### src/rtl/uvmt_cv32e40s_obi_phase_counter_if.sv
// OBI bus signals observed by the phase counter.
// The monitor modport gives the counter a read-only view of the bus.
interface uvmt_cv32e40s_obi_phase_counter_if #(
  parameter int ADDR_W = 32
);
  logic              req;
  logic              gnt;
  logic [ADDR_W-1:0] addr;
  logic              rvalid;

  modport master  (output req, addr, input  gnt, rvalid);
  modport slave   (input  req, addr, output gnt, rvalid);
  modport monitor (input  req, gnt, addr, rvalid);
endinterface

### src/rtl/uvmt_cv32e40s_obi_phase_counter.sv
// Passive OBI monitor: counts address/response phases, tracks outstanding, flags protocol violations.
// Define OBI_PHASE_CNT_STALL_MON_EN to build the response-stall counters.
module uvmt_cv32e40s_obi_phase_counter #(
  parameter int ADDR_W          = 32,
  parameter int MAX_OUTSTANDING = 2,
  parameter int OUTST_W         = 2
) (
  input  logic                                     clk_i,
  input  logic                                     rst_ni,
  uvmt_cv32e40s_obi_phase_counter_if.monitor       obi,
  output logic [31:0]                              addr_ph_cnt_o,
  output logic [31:0]                              rsp_ph_cnt_o,
  output logic [OUTST_W-1:0]                       outstanding_o,
  output logic [1:0]                               state_o,
  output logic                                     protocol_err_o,
  output logic [7:0]                               rsp_stall_cnt_o,
  output logic [7:0]                               max_rsp_stall_o
);

  typedef enum logic [1:0] {IDLE = 2'd0, WAIT_GNT = 2'd1, WAIT_RSP = 2'd2} state_e;

  localparam logic [OUTST_W-1:0] MAX_O = OUTST_W'(MAX_OUTSTANDING);

  state_e             state_q, state_d;
  logic [OUTST_W-1:0] outst_d;
  logic [ADDR_W-1:0]  addr_q;
  logic               hs, rv, err_d;

  assign hs      = obi.req & obi.gnt;
  assign rv      = obi.rvalid;
  assign state_o = state_q;

  always_comb begin
    outst_d = outstanding_o;
    err_d   = 1'b0;
    state_d = IDLE;
    // Saturate at both ends; a simultaneous grant and response cancel out
    if (hs && !rv && outstanding_o != MAX_O)      outst_d = outstanding_o + OUTST_W'(1);
    else if (rv && !hs && outstanding_o != '0)    outst_d = outstanding_o - OUTST_W'(1);

    if (rv && outstanding_o == '0)                err_d = 1'b1;
    if (hs && !rv && outstanding_o == MAX_O)      err_d = 1'b1;
    if (state_q == WAIT_GNT && (!obi.req || obi.addr != addr_q)) err_d = 1'b1;

    // A pending ungranted request dominates any outstanding responses
    if (obi.req && !obi.gnt)   state_d = WAIT_GNT;
    else if (outst_d != '0)    state_d = WAIT_RSP;
  end

  always_ff @(posedge clk_i or negedge rst_ni) begin
    if (!rst_ni) begin
      state_q        <= IDLE;
      addr_ph_cnt_o  <= '0;
      rsp_ph_cnt_o   <= '0;
      outstanding_o  <= '0;
      protocol_err_o <= 1'b0;
      addr_q         <= '0;
    end else begin
      state_q        <= state_d;
      outstanding_o  <= outst_d;
      protocol_err_o <= protocol_err_o | err_d;
      if (hs) addr_ph_cnt_o <= addr_ph_cnt_o + 32'd1;
      if (rv) rsp_ph_cnt_o  <= rsp_ph_cnt_o + 32'd1;
      // Address is captured on entry to WAIT_GNT and must hold until the grant
      if (obi.req && !obi.gnt && state_q != WAIT_GNT) addr_q <= obi.addr;
    end
  end

`ifdef OBI_PHASE_CNT_STALL_MON_EN
  always_ff @(posedge clk_i or negedge rst_ni) begin
    if (!rst_ni) begin
      rsp_stall_cnt_o <= '0;
      max_rsp_stall_o <= '0;
    end else begin
      if (rv)                                                   rsp_stall_cnt_o <= '0;
      else if (outstanding_o != '0 && rsp_stall_cnt_o != 8'hFF) rsp_stall_cnt_o <= rsp_stall_cnt_o + 8'd1;
      if (rsp_stall_cnt_o > max_rsp_stall_o)                    max_rsp_stall_o <= rsp_stall_cnt_o;
    end
  end
`else
  assign rsp_stall_cnt_o = '0;
  assign max_rsp_stall_o = '0;
`endif

endmodule

### src/flat_wrapper.sv
// flat-port wrapper written by rule: the top's interface ports become plain ports
module uvmt_cv32e40s_obi_phase_counter_flat 
#(
  parameter int ADDR_W          = 32,
  parameter int MAX_OUTSTANDING = 2,
  parameter int OUTST_W         = 2
)
  (clk_i, rst_ni, addr_ph_cnt_o, rsp_ph_cnt_o, outstanding_o, state_o, protocol_err_o, rsp_stall_cnt_o, max_rsp_stall_o, obi_req, obi_gnt, obi_addr, obi_rvalid);
  uvmt_cv32e40s_obi_phase_counter_if #(.ADDR_W(ADDR_W)) obi_i ();
  input  logic clk_i;
  input  logic rst_ni;
  output logic [31:0] addr_ph_cnt_o;
  output logic [31:0] rsp_ph_cnt_o;
  output logic [OUTST_W-1:0] outstanding_o;
  output logic [1:0] state_o;
  output logic protocol_err_o;
  output logic [7:0] rsp_stall_cnt_o;
  output logic [7:0] max_rsp_stall_o;
  input wire logic [$bits(obi_i.req)-1:0] obi_req;
  input wire logic [$bits(obi_i.gnt)-1:0] obi_gnt;
  input wire logic [$bits(obi_i.addr)-1:0] obi_addr;
  input wire logic [$bits(obi_i.rvalid)-1:0] obi_rvalid;
  assign obi_i.req = obi_req;
  assign obi_i.gnt = obi_gnt;
  assign obi_i.addr = obi_addr;
  assign obi_i.rvalid = obi_rvalid;
  uvmt_cv32e40s_obi_phase_counter #(.ADDR_W(ADDR_W), .MAX_OUTSTANDING(MAX_OUTSTANDING), .OUTST_W(OUTST_W)) u_core (.clk_i(clk_i), .rst_ni(rst_ni), .obi(obi_i), .addr_ph_cnt_o(addr_ph_cnt_o), .rsp_ph_cnt_o(rsp_ph_cnt_o), .outstanding_o(outstanding_o), .state_o(state_o), .protocol_err_o(protocol_err_o), .rsp_stall_cnt_o(rsp_stall_cnt_o), .max_rsp_stall_o(max_rsp_stall_o));
endmodule
### config.mk
export PLATFORM = sky130hd
export DESIGN_NAME = uvmt_cv32e40s_obi_phase_counter_flat
export DESIGN_NICKNAME = d
export VERILOG_FILES = /design/src/rtl/uvmt_cv32e40s_obi_phase_counter_if.sv /design/src/rtl/uvmt_cv32e40s_obi_phase_counter.sv /design/src/flat_wrapper.sv
export SDC_FILE = /design/constraint.sdc
export NUM_CORES = 1
export LEC_CHECK = 0
export ABC_AREA = 1
export CELL_PAD_IN_SITES_DETAIL_PLACEMENT = 0
export CELL_PAD_IN_SITES_GLOBAL_PLACEMENT = 2
export CORE_ASPECT_RATIO = 1.1
export CORE_MARGIN = 5
export CORE_UTILIZATION = 29
export CTS_CLUSTER_DIAMETER = 30
export CTS_CLUSTER_SIZE = 24
export DETAILED_ROUTE_END_ITERATION = 10
export PLACE_DENSITY_LB_ADDON = 0.1
export SETUP_SLACK_MARGIN = 0.5
export SLEW_MARGIN = 20
export SYNTH_ARGS = -nofsm -noshare
export SYNTH_HDL_FRONTEND = slang
export SYNTH_SLANG_ARGS = --single-unit
### constraint.sdc
create_clock -name clk_i -period 1.8 [get_ports clk_i]
set_input_delay 0.18 -clock clk_i [delete_from_list [all_inputs] [get_ports clk_i]]
set_output_delay 0.18 -clock clk_i [all_outputs]
set_load 0.01 [all_outputs]
# ---- After elaboration in Yosys (flattened, before gate mapping)
# Index checks and enable logic that the tools add are counted.
dict set report classes {
  n_addsub 4
  muxes 7
  reduce_logical 17
  eq_ne 5
  bitwise_logic 2
}
# op count
set ops {}
lappend ops {{$add A32 B1 Y32 const B} 2}
lappend ops {{$ne A32 B32 Y1} 1}
lappend ops {{$logic_and A1 B1 Y1} 9}
lappend ops {{$mux W2} 4}
lappend ops {{$logic_not A1 Y1} 4}
lappend ops {{$reduce_bool A2 Y1} 2}
lappend ops {{$mux W1} 3}
lappend ops {{$add A2 B1 Y2 const B} 1}
lappend ops {{$eq A2 B1 Y1 const B} 1}
lappend ops {{$eq A2 B2 Y1 const B} 1}
lappend ops {{$logic_not A2 Y1} 1}
lappend ops {{$ne A2 B1 Y1 const B} 1}
lappend ops {{$ne A2 B2 Y1 const B} 1}
lappend ops {{$sub A2 B1 Y2 const B} 1}
lappend ops {{$and A1 B1 Y1} 1}
lappend ops {{$logic_or A1 B1 Y1} 1}
lappend ops {{$or A1 B1 Y1} 1}
dict set report word_totals {
  output_inout_bits 85
  word_cells 41
  input_bits 37
  register_bits 101
}

# ---- Longest topological paths before layout
dict set report depth {
  ltp_word 9
  ltp_mapped 11
  depth_no_buf 11
}

# ---- Worst setup path after synthesis
# OpenSTA, ideal clock, no wires.
dict set report synth_timing {
  kind {flip-flop to flip-flop}
  from {reg u_core.addr_ph_cnt_o[0]}
  to {reg u_core.addr_ph_cnt_o[26]}
  arrival_time_ns 1.446
  required_ns 1.677
  synth_period_minus_slack_ns 1.569
  stages_incl_launch_ff 10
  n_path_buf 0
  slack_ns 0.231
  setup_time_ns 0.123
  path_cell_list {dfrtp_1 ha_1 nand3_1 nor2_4 nand3_2 inv_1 nand2_1 nor2_2 nand2_1 xor2_1}
}
dict set report synth_via {
  elab_chain_cells 1
}
# element line_no
set synth_lines {}
lappend synth_lines {{start: declaration} uvmt_cv32e40s_obi_phase_counter.sv:11} ;# output logic [31:0] addr_ph_cnt_o,
lappend synth_lines {{start signal: assignment} uvmt_cv32e40s_obi_phase_counter.sv:62} ;# if (hs) addr_ph_cnt_o <= addr_ph_cnt_o + 32'd1;
lappend synth_lines {{$add A32 B1 Y32} uvmt_cv32e40s_obi_phase_counter.sv:62}
# Every way passes these cells.
# A chain may end at the register's enable or synchronous reset.

# ---- Final worst setup path
dict set report layout_timing {
  from {reg u_core.addr_ph_cnt_o[0]}
  to {reg u_core.addr_ph_cnt_o[30]}
}
# Same word-level chain as after synthesis.

==> results by group <==
Status
  • Status: complete, no violations

Critical path
  • CP endpoint kind: flop
  • Setup crit start kind: flop
  • Data arrival, critical path: 1.74 ns
  • CP Max Fanout: 3
  • CP Data Required Time: 2.03 ns
  • FF-to-FF Start: u_core.addr_ph_cnt_o[0]
  • Reg2Reg Setup Slack: 0.30 ns
  • Reg-to-reg endpoint: u_core.addr_ph_cnt_o[30]
  • R2R cell count: 9
  • WS Path Type: reg -> reg

Finish
  • Final core utilization: 47.3%
  • Layout Cells excl Fill: 1120
  • Total Nets Final: 918
  • ANT cells: 0
  • Area Growth Syn to Fin: 59.7%
  • Fillcell total: 1795
  • Reg area: 2560 um2
  • Design area: 8460 um2
  • Ratio of cells with drive above 1 in the final layout: 35.8%
  • Area of the multi-input gates: 2950 um2

GRT
  • Wire length of the first global-routing pass: 24.3 mm
  • GRT Total Usage: 14.3%
  • Pin count of the biggest net entering global routing: 49
  • Vias in the first global route: 4841
  • Initial antenna violation count: 0
  • GR Overflow Total: 0

Floorplanning
  • Die H: 152 um
  • # IOs: 122
  • Core area: 17900 um2
  • Placement Rows: 51
  • Die Wd: 139 um
  • Full die area: 21100 um2
  • Starting Density: 29.6%

Synthesis
  • Gate Count Post-Synth: 637
  • Post-Syn Area: 5300 um2
  • Synth Warn #: 0
  • #FFs+latches synth: 101
  • Seq/Total Area, Yosys: 47.7%
  • Distinct cell type count after synthesis: 29
  • Avg Cell Area, Syn: 8.32 um2

STA
  • Setup TNS: 0 ns
  • Final setup viols: 0
  • RSZ-0062 raised after global routing: true
  • Fin crit share: 83.4%
  • Fin crit period: 1.50 ns
  • Peak Freq: 0.666 GHz
  • PnR worst setup slack: 0.298 ns
  • Final Skew: 0.00983 ns
  • Hold slack final: 0.283 ns
  • Slew Limit Fails: 0
  • Fin. Hold Viols: 0

CTS
  • Clock sink count: 101
  • Htree depth: 3
  • Clock insertion delay at the later pin of the skew report: 0.35 ns
  • CTS tree: yes
  • CTS clk-pin slew, worst paths: 0.07 ns
  • Root Driver: clkbuf_16
  • Clock Tree Buf Depth: 2
  • CTS buffer count: 9

Routing
  • DRT Wirelength: 15.3 mm
  • Via-to-Cell Ratio: 4.28
  • WL per Instance: 13.7 um
  • DRC: 0
  • 1st-pass router iterations: 7
  • DRT iter0 DRCs: 160
  • Antenna-violating nets left: 0
  • DR vias: 4797

Placement
  • HPWL after DPL: 10.3 mm
  • Placed Area: 6810 um2
  • Worst slack at placement: 0.00939 ns
  • IO buf count: 105
  • Cells after DPL: 990
  • Placer Congestion: 0.799

Power
  • VDD IR max: 491 uV
  • Tot Pwr: 7.55 mW
  • Leak pwr: 4.37 nW
  • Pwr dens: 892 nW/um2

Job
  • Max_cap viols: 0

Worst hold path
  • HP Class: in -> async
cell usage in the layout (no fill, tap or decap), types with 14 or more instances in the layout:
cell	netlist	layout
nand4_1	15	15
dlygate4sd2_1	0	45
buf_6	1	34
inv_1	91	79
xor2_1	40	40
o21ai_0	22	18
clkbuf_2	0	17
nand3_1	27	16
buf_4	16	97
dfrtp_2	0	24
nor2_2	8	14
nand2_1	167	143
nor2_4	5	27
xnor2_1	30	26
conb_1	1	16
nand2_2	4	18
nor2_1	64	36
clkdlybuf4s50_1	0	33
dfrtp_1	101	77
area by class of cell:
class | instances | share of cell area, %
flip-flops and latches | 101 | 30.2
repair buffers | 235 | 24.2
inverters | 92 | 4.11
well taps | 238 | 3.52
clock inverters | 1 | 0.0888
clock buffers | 15 | 3.05
multi-input cells | 438 | 34.8
per-layer routing:
layer	up-vias	track usage [%]	part of all wire (%)
li1	2412	-	-
met1	2285	18.1	45
met2	89	24.3	50
met3	11	3.80	4.5
met4	0	4.11	1.2
met5	-	0	0
flip-flops by register name, indices dropped and copies added (netlist names):
register / count
u_core.protocol_err_o: 1
u_core.state_o: 2
u_core.addr_ph_cnt_o: 32
u_core.rsp_ph_cnt_o: 32
u_core.outstanding_o: 2
u_core.addr_q: 32
Yosys cell counts:
master	instances	area [um2]
nand2_1	167	627
dfrtp_1	101	2530
inv_1	91	342
nor2_1	64	240
xor2_1	40	350
xnor2_1	30	263
nand3_1	27	135
o21ai_0	22	110
buf_4	16	120
nand4_1	15	93.8
nor3_1	12	60.1
mux2_2	11	124
nor2_2	8	50.1
nor2_4	5	56.3
a21oi_1	4	20.0
clkbuf_1	4	15.0
ha_1	4	50.1
nand2_2	4	25.0
o22ai_1	2	12.5
buf_2	1	5.00
buf_6	1	11.3
conb_1	1	3.75
inv_4	1	6.26
nand2_4	1	11.3
nand3_2	1	10.0
nor3b_1	1	7.51
nor4_1	1	6.26
o21ai_2	1	8.76
or2_2	1	6.26
power breakdown:
group / internal (mW) / switching, mW
Sequential: 2.65 / 0.365
Clock: 0.982 / 0.858
Combinational: 1.47 / 1.23
Total: 5.10 / 2.45
how the worst max path moves through the flow:
| stage | startpoint | end | slack, ns | depth (start not counted) |
|---|---|---|---|---|
| floorplan | u_core.addr_ph_cnt_o[1] | u_core.addr_ph_cnt_o[26] | 0.24 | 9 |
| global placement | obi_gnt | u_core.addr_ph_cnt_o[29] | 0.02 | 9 |
| detailed placement | obi_gnt | u_core.addr_ph_cnt_o[25] | 0.009 | 9 |
| CTS | u_core.rsp_ph_cnt_o[1] | rsp_ph_cnt_o[1] | 0.29 | 3 |
| global route | u_core.rsp_ph_cnt_o[1] | u_core.rsp_ph_cnt_o[23] | 0.20 | 8 |
| finish | u_core.addr_ph_cnt_o[0] | u_core.addr_ph_cnt_o[30] | 0.30 | 9 |
cells by family (layout without fill, tap and decap cells):
group | count (synthesis) | in the layout | synth area share [%]
flops | 101 | 101 | 47.7
simple gates | 307 | 307 | 25.1
mux | 11 | 11 | 2.34
other cells | 1 | 16 | 0.0708
xor+xnor | 70 | 70 | 11.6
buf+inv | 114 | 343 | 9.42
fa+ha+maj | 4 | 4 | 0.945
compound gates | 29 | 30 | 2.86
what timing repair did:
item,in CTS,in global routing
pin swaps,44,55
endpoints found under the hold margin,22,0
hold buffers,1,0
gates resized for setup,168,142
buffers inserted,70,41
endpoints found under the setup margin,148,108
cloned,1,1
worst max-delay path: stages, from the launching register on:
cell and delay (ns):
dfrtp_2 0.42, ha_4 0.16, nand3_4 0.08, nor2_4 0.12, nand3_4 0.11, inv_2 0.09, nand2_4 0.06, nor2_4 0.13
nand2_1 0.08, xor2_1 0.14
(Power assumes the default switching activity.)
==> RTL edit 1 (same settings) <==
`ADDR_W` is set to 32 in 3 places; all go to 40.
--- a/src/rtl/uvmt_cv32e40s_obi_phase_counter_if.sv
+++ b/src/rtl/uvmt_cv32e40s_obi_phase_counter_if.sv
@@ -1,7 +1,7 @@
 // OBI bus signals observed by the phase counter.
 // The monitor modport gives the counter a read-only view of the bus.
 interface uvmt_cv32e40s_obi_phase_counter_if #(
-  parameter int ADDR_W = 32
+  parameter int ADDR_W = 40
 );
   logic              req;
   logic              gnt;
--- a/src/rtl/uvmt_cv32e40s_obi_phase_counter.sv
+++ b/src/rtl/uvmt_cv32e40s_obi_phase_counter.sv
@@ -1,7 +1,7 @@
 // Passive OBI monitor: counts address/response phases, tracks outstanding, flags protocol violations.
 // Define OBI_PHASE_CNT_STALL_MON_EN to build the response-stall counters.
 module uvmt_cv32e40s_obi_phase_counter #(
-  parameter int ADDR_W          = 32,
+  parameter int ADDR_W          = 40,
   parameter int MAX_OUTSTANDING = 2,
   parameter int OUTST_W         = 2
 ) (
--- a/src/flat_wrapper.sv
+++ b/src/flat_wrapper.sv
@@ -1,7 +1,7 @@
 // flat-port wrapper written by rule: the top's interface ports become plain ports
 module uvmt_cv32e40s_obi_phase_counter_flat 
 #(
-  parameter int ADDR_W          = 32,
+  parameter int ADDR_W          = 40,
   parameter int MAX_OUTSTANDING = 2,
   parameter int OUTST_W         = 2
 )
Ports: changed (resized obi_addr); port bits go from 122 to 130. No check against the original RTL was run, so the function may have changed too.
==> RTL edit 1 against the unedited design <==
Die area grew 8.3%. Synthesized cell count up 7.7%. Routed wire length increased by 1.4%. Clock power rose by 6%. Sequential cell count rose by 8. Clock skew decreased by 2.4 ps. Area after synthesis rose by 9.0%. Worst setup slack worse by 30 ps. Final area up 3.0%. Power up 0.87%. Critical endpoint is now u_core.addr_ph_cnt_o[29]. Largest cell class unchanged. Largest power group unchanged. Highest routed layer unchanged.
==> RTL edit 1: results <==
<?xml version="1.0" encoding="UTF-8"?>
<metrics>
  <group name="grt">
    <metric name="grt_pass1_wl" unit="mm">24.6</metric>
    <metric name="grt_use_met3" unit="%">2.51</metric>
    <metric name="use_met2" unit="%">22.7</metric>
  </group>
  <group name="sta">
    <metric name="skew" unit="ps">7.39</metric>
  </group>
  <group name="final_layout">
    <metric name="clk_share" unit="%">3.22</metric>
    <metric name="multi_input_logic_area" unit="um2">2920</metric>
    <metric name="multi_input_gate_share_of_the_layout_cell_area" unit="%">33.5</metric>
    <metric name="layout_top_registers" unit="">u_core.addr_q (40), u_core.addr_ph_cnt_o (32), u_core.rsp_ph_cnt_o (32)</metric>
    <metric name="final.fill_count" unit="">1960</metric>
    <metric name="nNonClkBuffers" unit="">227</metric>
  </group>
  <group name="outcome">
    <metric name="status" unit="">finished, final reports clean</metric>
  </group>
  <group name="power">
    <metric name="cellLeakagePower" unit="nW">4.63</metric>
  </group>
  <group name="synthesis">
    <metric name="syn-instance-count" unit="">686</metric>
    <metric name="synth.yosys.seq_area_share" unit="%">47.2</metric>
    <metric name="yosys.area_share.adder" unit="%">0.867</metric>
    <metric name="synthDistinctLibCells" unit="">33</metric>
    <metric name="synth.mux.area_fraction" unit="%">2.15</metric>
  </group>
  <group name="route">
    <metric name="detail_route.first_pass.iterations" unit="">4</metric>
    <metric name="drt_iter0_drc" unit="">132</metric>
    <metric name="wl_per_cell" unit="um">13.2</metric>
  </group>
  <group name="die">
    <metric name="core-area" unit="um2">19700</metric>
  </group>
  <group name="cts">
    <metric name="postCtsResizedCells" unit="">148</metric>
    <metric name="cts_setup_buffers" unit="">58</metric>
  </group>
  <group name="placement">
    <metric name="gp_congestion" unit="">0.757</metric>
    <metric name="dpl.hpwl" unit="mm">10.9</metric>
    <metric name="port-buffer-count" unit="">113</metric>
  </group>
  <group name="critical_path">
    <metric name="cpMaxStageDelayCell" unit="">dfrtp_1</metric>
  </group>
</metrics>
-- RTL edit 1: cell count changes in the layout (fill, tap and decap cells not counted), sizes merged, moves of 8 or more --
cell	delta
nor2	-20
o21ai	+15
nand2	+28
buf	-16
inv	+21
dfrtp	+8
-- RTL edit 1: worst paths after layout --
| check | cells past startpoint | end |
|---|---|---|
| hold / removal | 2 | u_core.addr_q[29] |
| max in group asynchronous | 3 | u_core.rsp_ph_cnt_o[27] |
| setup / recovery | 8 | u_core.addr_ph_cnt_o[29] |
| hold reg to reg | 2 | u_core.protocol_err_o |
| setup reg to reg | 8 | u_core.addr_ph_cnt_o[29] |
| min in group clk_i | 2 | u_core.state_o[0] |
-- RTL edit 1: power breakdown --
group          internal [mW]  total (mW)  switching, mW
clock network           1.02        1.95          0.933
registers               2.84        3.22          0.378
logic                   1.29        2.44           1.15
==> RTL edit 2 (same settings) <==
Made on the original files. Register the output `protocol_err_o` once more, with the module's reset; this adds one clock of latency there. The other outputs are not delayed to match.
--- a/src/rtl/uvmt_cv32e40s_obi_phase_counter.sv
+++ b/src/rtl/uvmt_cv32e40s_obi_phase_counter.sv
@@ -20,6 +20,8 @@
   typedef enum logic [1:0] {IDLE = 2'd0, WAIT_GNT = 2'd1, WAIT_RSP = 2'd2} state_e;
 
   localparam logic [OUTST_W-1:0] MAX_O = OUTST_W'(MAX_OUTSTANDING);
+
+  logic protocol_err_s0;
 
   state_e             state_q, state_d;
   logic [OUTST_W-1:0] outst_d;
@@ -53,12 +55,12 @@
       addr_ph_cnt_o  <= '0;
       rsp_ph_cnt_o   <= '0;
       outstanding_o  <= '0;
-      protocol_err_o <= 1'b0;
+      protocol_err_s0 <= 1'b0;
       addr_q         <= '0;
     end else begin
       state_q        <= state_d;
       outstanding_o  <= outst_d;
-      protocol_err_o <= protocol_err_o | err_d;
+      protocol_err_s0 <= protocol_err_s0 | err_d;
       if (hs) addr_ph_cnt_o <= addr_ph_cnt_o + 32'd1;
       if (rv) rsp_ph_cnt_o  <= rsp_ph_cnt_o + 32'd1;
       // Address is captured on entry to WAIT_GNT and must hold until the grant
@@ -82,5 +84,13 @@
   assign max_rsp_stall_o = '0;
 `endif
 
+  always_ff @(posedge clk_i or negedge rst_ni) begin
+    if (!rst_ni) begin
+      protocol_err_o <= '0;
+    end else begin
+      protocol_err_o <= protocol_err_s0;
+    end
+  end
+
 endmodule
 
Behaviour: not the same (a bounded check fails within 4 cycles, from zero or initial values and one cycle with rst_ni low).
==> RTL edit 2 against the unedited design <==
Worst setup slack better by 11 ps. Non-clock buffer count is 21 higher. Critical path depth is 1 higher. Clock power is 18% higher. Area after synthesis is 0.47% higher. Clock skew is 0.61 ps higher. Final area is 4.8% higher. Power is 7.0% higher. Sequential cell count is 1 higher. Sequential share of layout area is 1.1 points lower. Routed wire length is 3.5% higher. Largest power group unchanged.
==> RTL edit 2: results <==
<?xml version="1.0" encoding="UTF-8"?>
<metrics>
  <group name="outcome">
    <metric name="status" unit="">finished, final reports clean</metric>
  </group>
  <group name="placement">
    <metric name="gp_congestion" unit="">0.781</metric>
    <metric name="dpl_worst_slack" unit="ps">25.8</metric>
    <metric name="placement.cell_area" unit="um2">6860</metric>
  </group>
  <group name="grt">
    <metric name="grt_start_max_net_pins" unit="">38</metric>
    <metric name="grtUsageTotal" unit="%">14.6</metric>
    <metric name="grt_pass1_wl" unit="mm">25.3</metric>
    <metric name="grt_pass1_vias" unit="">4946</metric>
    <metric name="grt_antenna_before_repair" unit="">0</metric>
  </group>
  <group name="critical_path">
    <metric name="r2r_depth" unit="">10</metric>
    <metric name="cpMaxStageDelayCell" unit="">dfrtp_1</metric>
    <metric name="start_kind" unit="">flop</metric>
    <metric name="r2r_start" unit="">u_core.addr_ph_cnt_o[1]</metric>
    <metric name="critical-path-max-stage-delay" unit="ps">370</metric>
  </group>
  <group name="final_layout">
    <metric name="layout_cell_share_with_drive_strength_beyond_1" unit="%">39.2</metric>
    <metric name="seq_area" unit="um2">2580</metric>
    <metric name="final.fill_count" unit="">1792</metric>
    <metric name="fin_nets" unit="">939</metric>
  </group>
  <group name="cts">
    <metric name="clk_transition_reported_paths" unit="ps">70</metric>
    <metric name="clkLatencyLatePin" unit="ps">360</metric>
  </group>
  <group name="min_path">
    <metric name="min-delay-path-class" unit="">primary input to asynchronous set/reset pin</metric>
  </group>
  <group name="route">
    <metric name="wl" unit="mm">15.9</metric>
    <metric name="drt_iter0_drc" unit="">209</metric>
  </group>
  <group name="sta">
    <metric name="skew" unit="ps">10.4</metric>
    <metric name="post-route-period-util" unit="%">82.8</metric>
  </group>
  <group name="power">
    <metric name="cellLeakagePower" unit="nW">4.58</metric>
    <metric name="ir_worst_vdd" unit="mV">0.530</metric>
  </group>
  <group name="synthesis">
    <metric name="synthTopCellsByCount" unit="">nand2_1 (167), dfrtp_1 (102), inv_1 (91)</metric>
  </group>
</metrics>
RTL edit 2: changes by cell type in the layout (fill, tap and decap cells not counted), moves of 4 or more:
cell	unedited run	this run
clkdlybuf4s15_1	3	7
nand2_2	18	26
nand2_1	143	132
nor2_2	14	20
o21ai_0	18	12
buf_4	97	112
o21ai_1	2	8
clkbuf_1	5	0
RTL edit 2: per-stage QoR:
| step | total power [mW] | std cells |
|---|---|---|
| floorplan | 3.96 | 653 |
| global placement | 4.79 | 995 |
| detailed placement | 4.82 | 995 |
| CTS | 7.66 | 1100 |
| global route | 8.55 | 1146 |
| finish | 8.07 | 1146 |
RTL edit 2: repair_timing:
item                                    4_1_cts  5_1_grt
gates resized for setup                     184      143
setup buffers                                86       43
hold buffers                                  1        0
endpoints found under the setup margin      126      106
pin swaps                                    55       48
endpoints found under the hold margin        16        0
gates cloned                                  2        3
RTL edit 2: cells by family after synthesis:
kind of cell	after synthesis	synth area share (%)
AOI/OAI and AO/OA	29	2.84
xor gates and xnor gates	70	11.5
other	1	0.0705
buffers and inverters	114	9.38
DFF	102	48.0
adders and majority gates	4	0.940
muxes	11	2.33
and+or+nand+nor	307	25.0
RTL edit 2: worst min path at each step:
stage | endpoint | slack [ps] | depth (start not counted) | from
floorplan | u_core.addr_ph_cnt_o[0] | -120 | 0 | rst_ni
finish | u_core.addr_q[12] | 260 | 2 | rst_ni
CTS | u_core.addr_q[12] | 260 | 2 | rst_ni
detailed placement | u_core.addr_q[12] | 90 | 1 | rst_ni
global route | u_core.addr_q[12] | 300 | 2 | rst_ni
global placement | u_core.addr_q[12] | 80 | 1 | rst_ni
RTL edit 2: worst reg2reg max path, cell delays in order, from the launching register on:
cell     delay [ps]
dfrtp_1         370
buf_6           110
ha_4            140
nand3_4          60
nor2_4          110
nand3_4         110
inv_2            90
nand2_4          50
nor2_4          130
nand2_1          80
xor2_1          140
RTL edit 2: layer usage:
layer | GRT usage [%] | share of wire [%]
met5 | 0 | 0
met4 | 4.85 | 2.2
met3 | 3.18 | 3.3
met2 | 24.1 | 49
met1 | 19.2 | 46
RTL edit 2: power breakdown:
group	internal (mW)	total [mW]	switching, mW
logic	1.55	2.86	1.30
clock network	1.26	2.18	0.919
registers	2.67	3.04	0.377
RTL edit 2: final cells by class:
| type | instances | area share [%] |
|---|---|---|
| Tap cell | 243 | 3.43 |
| Clock inverter | 6 | 0.946 |
| Multi-Input combinational cell | 437 | 33.9 |
| Sequential cell | 102 | 29.1 |
| Clock buffer | 10 | 2.70 |
| Timing Repair Buffer | 256 | 26.0 |
| Inverter | 92 | 3.95 |
